--- config.mk ---
export PLATFORM = sky130hd
export DESIGN_NAME = aref_debt_scheduler
export DESIGN_NICKNAME = d
export VERILOG_FILES = /design/src/rtl/aref_debt_scheduler_pkg.sv /design/src/rtl/aref_interval_timer.sv /design/src/rtl/aref_debt_scheduler.sv
export SDC_FILE = /design/constraint.sdc
export NUM_CORES = 1
export LEC_CHECK = 0
export ABC_AREA = 1
export BUFFER_PORTS_ARGS = -buffer_cell sky130_fd_sc_hd__clkbuf_2
export CAP_MARGIN = 15
export CORE_AREA = 2 2 112 114
export CTS_CLUSTER_SIZE = 28
export DETAILED_ROUTE_END_ITERATION = 10
export DIE_AREA = 0 0 114 116
export PLACE_DENSITY = 0.48
export SLEW_MARGIN = 5
export SYNTH_ARGS = -nofsm -noshare
export SYNTH_HDL_FRONTEND = slang
export SYNTH_SLANG_ARGS = --single-unit
--- constraint.sdc ---
create_clock -name i_clk -period 3.1 [get_ports i_clk]
set_input_delay 0.155 -clock i_clk [delete_from_list [all_inputs] [get_ports i_clk]]
set_output_delay 0.155 -clock i_clk [all_outputs]
set_load 0.05 [all_outputs]
--- src/rtl/aref_debt_scheduler_pkg.sv ---
// Shared softMC definitions used by the auto-refresh debt scheduler:
// FSM state encoding and default postponement / pull-in / debt sizing.
package aref_debt_scheduler_pkg;

   typedef enum logic [1:0] {
      ST_IDLE   = 2'd0,
      ST_REQ    = 2'd1,
      ST_URGENT = 2'd2
   } aref_state_t;

   localparam int AREF_MAX_POSTPONE = 8;
   localparam int AREF_MAX_PULLIN   = 8;
   localparam int AREF_DEBT_WIDTH   = 5;

endpackage

--- src/rtl/aref_interval_timer.sv ---
// Reloadable tREFI down-counter: emits a registered one-cycle tick every
// i_interval cycles while enabled; held at its reload value otherwise.
module aref_interval_timer
   import aref_debt_scheduler_pkg::*;
#(
   parameter int INTERVAL_WIDTH = 28
) (
   input  logic                      i_clk,
   input  logic                      i_rst,
   input  logic                      i_enable,
   input  logic [INTERVAL_WIDTH-1:0] i_interval,
   output logic                      o_tick
);

   logic [INTERVAL_WIDTH-1:0] r_cnt;
   logic                      r_run;
   logic                      r_tick;
   logic [INTERVAL_WIDTH-1:0] w_reload;
   logic [INTERVAL_WIDTH-1:0] w_cur;

   assign w_reload = i_interval - INTERVAL_WIDTH'(1);
   // Until the first enabled cycle the count is taken straight from the reload value.
   assign w_cur    = r_run ? r_cnt : w_reload;

   always_ff @(posedge i_clk or posedge i_rst) begin
      if (i_rst) begin
         r_cnt  <= '0;
         r_run  <= 1'b0;
         r_tick <= 1'b0;
      end else if (!i_enable) begin
         r_cnt  <= w_reload;
         r_run  <= 1'b0;
         r_tick <= 1'b0;
      end else if (w_cur == '0) begin
         r_cnt  <= w_reload;
         r_run  <= 1'b1;
         r_tick <= 1'b1;
      end else begin
         r_cnt  <= w_cur - INTERVAL_WIDTH'(1);
         r_run  <= 1'b1;
         r_tick <= 1'b0;
      end
   end

   assign o_tick = r_tick;

endmodule

--- src/rtl/aref_debt_scheduler.sv ---
// Auto-refresh debt scheduler: accrues refresh credits, issues opportunistic
// or forced requests. Define AREF_PULLIN_EN to enable idle-time pull-in.
module aref_debt_scheduler
   import aref_debt_scheduler_pkg::*;
#(
   parameter int INTERVAL_WIDTH = 28,
   parameter int MAX_POSTPONE   = AREF_MAX_POSTPONE,
`ifdef AREF_PULLIN_EN
   parameter int MAX_PULLIN     = AREF_MAX_PULLIN,
   parameter int PULLIN_IDLE    = 64,
`endif
   parameter int DEBT_WIDTH     = AREF_DEBT_WIDTH
) (
   input  logic                      i_clk,
   input  logic                      i_rst,
   input  logic                      i_aref_en,
   input  logic [INTERVAL_WIDTH-1:0] i_aref_interval,
   input  logic                      i_dispatcher_busy,
   input  logic                      i_host_pending,
   output logic                      o_autoref_req,
   input  logic                      i_autoref_ack,
   output logic                      o_aref_urgent,
   output logic [DEBT_WIDTH-1:0]     o_aref_debt,
   output logic                      o_aref_overflow
);

   localparam logic signed [DEBT_WIDTH-1:0] DEBT_ZERO   = DEBT_WIDTH'(0);
   localparam logic signed [DEBT_WIDTH-1:0] DEBT_ONE    = DEBT_WIDTH'(1);
   localparam logic signed [DEBT_WIDTH-1:0] DEBT_URGENT = DEBT_WIDTH'(MAX_POSTPONE);
   localparam logic signed [DEBT_WIDTH-1:0] DEBT_SAT    = DEBT_WIDTH'(MAX_POSTPONE + 1);

   aref_state_t                   r_state;
   aref_state_t                   w_state_nxt;
   logic signed [DEBT_WIDTH-1:0]  r_debt;
   logic                          r_overflow;
   logic                          r_req;
   logic                          r_urgent;
   logic                          w_enabled;
   logic                          w_tick;
   logic                          w_ack;
   logic                          w_idle;

   assign w_enabled = i_aref_en && (i_aref_interval != '0);
   assign w_ack     = i_autoref_ack && r_req;
   assign w_idle    = !i_dispatcher_busy && !i_host_pending;

   aref_interval_timer #(
      .INTERVAL_WIDTH (INTERVAL_WIDTH)
   ) u_timer (
      .i_clk      (i_clk),
      .i_rst      (i_rst),
      .i_enable   (w_enabled),
      .i_interval (i_aref_interval),
      .o_tick     (w_tick)
   );

`ifdef AREF_PULLIN_EN
   localparam logic signed [DEBT_WIDTH-1:0] DEBT_FLOOR = DEBT_WIDTH'(-MAX_PULLIN);
   localparam int                           IDLE_W     = $clog2(PULLIN_IDLE + 1);
   localparam logic [IDLE_W-1:0]            IDLE_SAT   = IDLE_W'(PULLIN_IDLE);

   logic [IDLE_W-1:0] r_idle_cnt;

   // Consecutive idle-cycle counter, saturating at the pull-in threshold.
   always_ff @(posedge i_clk or posedge i_rst) begin
      if (i_rst) begin
         r_idle_cnt <= '0;
      end else if (!w_idle) begin
         r_idle_cnt <= '0;
      end else if (r_idle_cnt != IDLE_SAT) begin
         r_idle_cnt <= r_idle_cnt + IDLE_W'(1);
      end
   end
`endif

   // Debt accounting and sticky overflow flag.
   always_ff @(posedge i_clk or posedge i_rst) begin
      if (i_rst) begin
         r_debt     <= DEBT_ZERO;
         r_overflow <= 1'b0;
      end else if (!w_enabled) begin
         r_debt <= DEBT_ZERO;
      end else if (w_tick && !w_ack) begin
         if (r_debt == DEBT_SAT) begin
            r_overflow <= 1'b1;
         end else begin
            r_debt <= r_debt + DEBT_ONE;
         end
      end else if (w_ack && !w_tick) begin
`ifdef AREF_PULLIN_EN
         r_debt <= r_debt - DEBT_ONE;
`else
         if (r_debt > DEBT_ZERO) begin
            r_debt <= r_debt - DEBT_ONE;
         end
`endif
      end
   end

   // Request FSM next-state logic; requests are only released by an ack.
   always_comb begin
      w_state_nxt = r_state;
      case (r_state)
         ST_IDLE: begin
            if (!w_enabled) begin
               w_state_nxt = ST_IDLE;
            end else if (r_debt >= DEBT_URGENT) begin
               w_state_nxt = ST_URGENT;
            end else if ((r_debt > DEBT_ZERO) && w_idle) begin
               w_state_nxt = ST_REQ;
`ifdef AREF_PULLIN_EN
            end else if ((r_debt <= DEBT_ZERO) && (r_debt > DEBT_FLOOR) &&
                         (r_idle_cnt == IDLE_SAT)) begin
               w_state_nxt = ST_REQ;
`endif
            end else begin
               w_state_nxt = ST_IDLE;
            end
         end
         ST_REQ: begin
            if (w_ack) begin
               w_state_nxt = ST_IDLE;
            end else if (w_enabled && (r_debt >= DEBT_URGENT)) begin
               w_state_nxt = ST_URGENT;
            end else begin
               w_state_nxt = ST_REQ;
            end
         end
         ST_URGENT: begin
            if (w_ack) begin
               w_state_nxt = ST_IDLE;
            end else begin
               w_state_nxt = ST_URGENT;
            end
         end
         default: begin
            w_state_nxt = ST_IDLE;
         end
      endcase
   end

   // State register with request/urgent outputs registered from the next state.
   always_ff @(posedge i_clk or posedge i_rst) begin
      if (i_rst) begin
         r_state  <= ST_IDLE;
         r_req    <= 1'b0;
         r_urgent <= 1'b0;
      end else begin
         r_state  <= w_state_nxt;
         r_req    <= (w_state_nxt != ST_IDLE);
         r_urgent <= (w_state_nxt == ST_URGENT);
      end
   end

   assign o_autoref_req   = r_req;
   assign o_aref_urgent   = r_urgent;
   assign o_aref_debt     = r_debt;
   assign o_aref_overflow = r_overflow;

endmodule

==> results.json <==
{
  "regArea_mm2": 0.00100,
  "rsz0062_at_grt": "false",
  "ys.flop_type": "dfrtp_1",
  "status": "completed",
  "arrival_ns": 2.75,
  "worst_ep_required_time_ns": 3.28,
  "synthDominantCellAreaShare": 0.245,
  "gp_congestion": 0.887,
  "pin_count": 42,
  "insertion_delay_ns": 0.28,
  "synth_top_family_by_area": "simple AND/OR/NAND/NOR gates",
  "grt_pass1_wl_um": 20300,
  "fin_skew_ns": 0.00549,
  "grt_max_degree": 41,
  "n_antenna_cell": 0,
  "synth_fa_ha_area_frac": 0.0288,
  "grt_antenna_before_repair": 0,
  "slew_viol_final": 0,
  "die_y_um": 116,
  "power.leakage_nw": 2.44,
  "yosysTopAreaCell": "dfrtp_1",
  "final_nets": 766,
  "drt_iter0_drc": 236,
  "postSynthCellCount": 681,
  "end_kind": "register",
  "max_freq_ghz": 0.388,
  "cts.sinks": 40,
  "cts_resized": 0,
  "initial_core_util": 0.343,
  "relSlewSlack": 0.579,
  "num_rows": 40,
  "synth_compound_area_frac": 0.0624,
  "fill_cells": 1332,
  "die_area_mm2": 0.0132,
  "yosys_warnings": 0,
  "ys_ff_latch": 40,
  "yosys.area_share.simple": 0.524,
  "drtPass1Iterations": 5,
  "reg2reg_slack_ns": 0.52,
  "grtUsageTotal": 0.196,
  "num_vias": 4188,
  "cts.path.max_buffers": 2,
  "max-cap-violations": 0,
  "ys_types": 40,
  "seq_area_frac_synth": 0.245,
  "ir_drop_uv": 176,
  "drt-total-wl_um": 12300,
  "synth_edf_count": 0,
  "synth_area_leaders": "dfrtp_1, nand2_1, inv_1, nand3_1, nor2_1",
  "p_per_area_mw_per_mm2": 342,
  "htree_levels": 2,
  "min_period_ns": 2.58,
  "io_buffers": 41,
  "die_x_um": 114,
  "routed_via_density": 4.80,
  "tns_ns": 0,
  "drc_errors": 0,
  "syn2layout_area_growth_pct": 12.5,
  "path_max_fanout": 18,
  "cts_tree": "built",
  "synth_fp_nets": 723,
  "synthArstFlopShare": 1.00,
  "grt-ovfl-total": 0,
  "cts_buffers": 5,
  "grt_pass1_vias": 4075,
  "critPathKind": "reg -> reg",
  "power_mw": 1.57,
  "hold_path.class": "in -> reg",
  "synth_area_per_cell_um2": 6.00,
  "dp_hpwl_um": 9900,
  "cts-root-buf": "clkbuf_16",
  "synthMuxAreaShare": 0,
  "avgRoutedWirePerCell_um": 14.1,
  "finalHoldViolCount": 0,
  "core_mm2": 0.0119,
  "synthesis.area_mm2": 0.00409,
  "layout-drive-gt1-share": 0.171,
  "antenna_left": 0,
  "synth_xor_area_frac": 0.0300,
  "cts.reportedPaths.clkPinSlew_ns": 0.06,
  "multiInputGateArea_mm2": 0.00264,
  "period_share": 0.831,
  "critPathLaunchType": "register",
  "worstMarginPinSlew_ns": 0.628,
  "setup_viol": 0
}
path summary, 6_finish.rpt:
path | from | endpoint | cells past startpoint
worst max-delay path | u_timer.r_run | u_timer.r_cnt[27] | 14
worst min-delay path | i_aref_interval[0] | u_timer.r_cnt[0] | 2
worst max register to register | u_timer.r_run | u_timer.r_cnt[27] | 14
worst min register to register | o_aref_overflow | o_aref_overflow | 1
max in group asynchronous | i_rst | u_timer.r_cnt[12] | 4
min in group asynchronous | i_rst | o_aref_debt[4] | 3
synthesized netlist by cell type, drive strengths merged (2+ instances only):
| library cell | n |
|---|---|
| nor2 | 94 |
| xor2 | 12 |
| nand3b | 2 |
| buf | 12 |
| and2 | 2 |
| nand4 | 19 |
| nand3 | 67 |
| o21bai | 2 |
| or2 | 23 |
| nand2 | 259 |
| dfrtp | 40 |
| nor3 | 7 |
| ha | 7 |
| xnor2 | 2 |
| o21ai | 24 |
| o21a | 2 |
| a21oi | 5 |
| inv | 93 |
sequential cells by signal, indices dropped and copies added, names as in the netlist:
| name | flops |
|---|---|
| u_timer.r_cnt | 28 |
| u_timer.o_tick | 1 |
| r_state | 2 |
| o_aref_overflow | 1 |
| o_aref_urgent | 1 |
| o_autoref_req | 1 |
| o_aref_debt | 5 |
| u_timer.r_run | 1 |
logic make-up (layout without fill, tap and decap cells):
group           Yosys count  after routing
simple gates            474            474
buf+inv                 106            150
flops                    40             40
compound gates           38             38
xor+xnor                 14             14
fa+ha+maj                 9              9
power breakdown:
group | switching, mW | internal [mW]
Sequential | 0.0160 | 0.572
Clock | 0.208 | 0.321
Combinational | 0.313 | 0.144
cells in the final DEF, fill, tap and decap left out, drive strengths merged:
| master | Yosys | final |
|---|---|---|
| a211oi | 1 | 1 |
| a21oi | 5 | 5 |
| and2 | 2 | 2 |
| buf | 12 | 7 |
| clkbuf | 1 | 49 |
| clkinv | 0 | 1 |
| dfrtp | 40 | 40 |
| dlygate4sd3 | 0 | 1 |
| fa | 1 | 1 |
| ha | 7 | 7 |
| inv | 93 | 92 |
| maj3 | 1 | 1 |
| nand2 | 259 | 259 |
| nand3 | 67 | 67 |
| nand3b | 2 | 2 |
| nand4 | 19 | 19 |
| nor2 | 94 | 94 |
| nor3 | 7 | 7 |
| nor3b | 1 | 1 |
| o21a | 2 | 2 |
| o21ai | 24 | 24 |
| o21bai | 2 | 2 |
| o22ai | 1 | 1 |
| o2bb2ai | 1 | 1 |
| o31ai | 1 | 1 |
| o41ai | 1 | 1 |
| or2 | 23 | 23 |
| xnor2 | 2 | 2 |
| xor2 | 12 | 12 |
stage by stage:
stage	util	setup slack, ns	cell area, um^2	hold slack (ns)	instances
after detailed placement	0.373	0.430	4440	0.176	863
after global routing	0.386	0.128	4600	0.0887	872
after floorplan	-	0.934	4090	0.236	681
final	0.386	0.525	4600	0.0854	872
after global placement	0.373	0.457	4440	0.178	863
after CTS	0.386	0.498	4600	0.0839	872
critical path, stage by stage (launching register included):
cell     delay [ns]
dfrtp_1        0.40
inv_2          0.28
nand2_1        0.11
o21ai_2        0.14
nand2_1        0.10
nor2_2         0.15
nand3_1        0.12
nor2_1         0.16
nand2_1        0.16
nor2_1         0.12
nand3_1        0.16
nor2_2         0.27
nand4_1        0.16
nand3_2        0.08
nand2_1        0.04
routing by layer:
layer | global-route usage | vias to the layer above | routed length (um)
met5 | 0 | - | 0
met4 | 0.0772 | 0 | 439
met3 | 0.0251 | 24 | 396
met2 | 0.315 | 64 | 5470
met1 | 0.267 | 1881 | 5950
li1 | - | 2219 | -
cell type report:
class	instances	share of cell area
inverters	93	0.0759
repair buffers	49	0.0610
flip-flops and latches	40	0.218
well taps	147	0.0400
multi-input cells	535	0.574
clock buffers	8	0.0318
what timing repair did:
item | 4_1_cts | 5_1_grt
setup buffers | 0 | 0
hold buffers | 1 | 0
endpoints found under the hold margin | 15 | 0
Power figures use the tool's default switching activity.
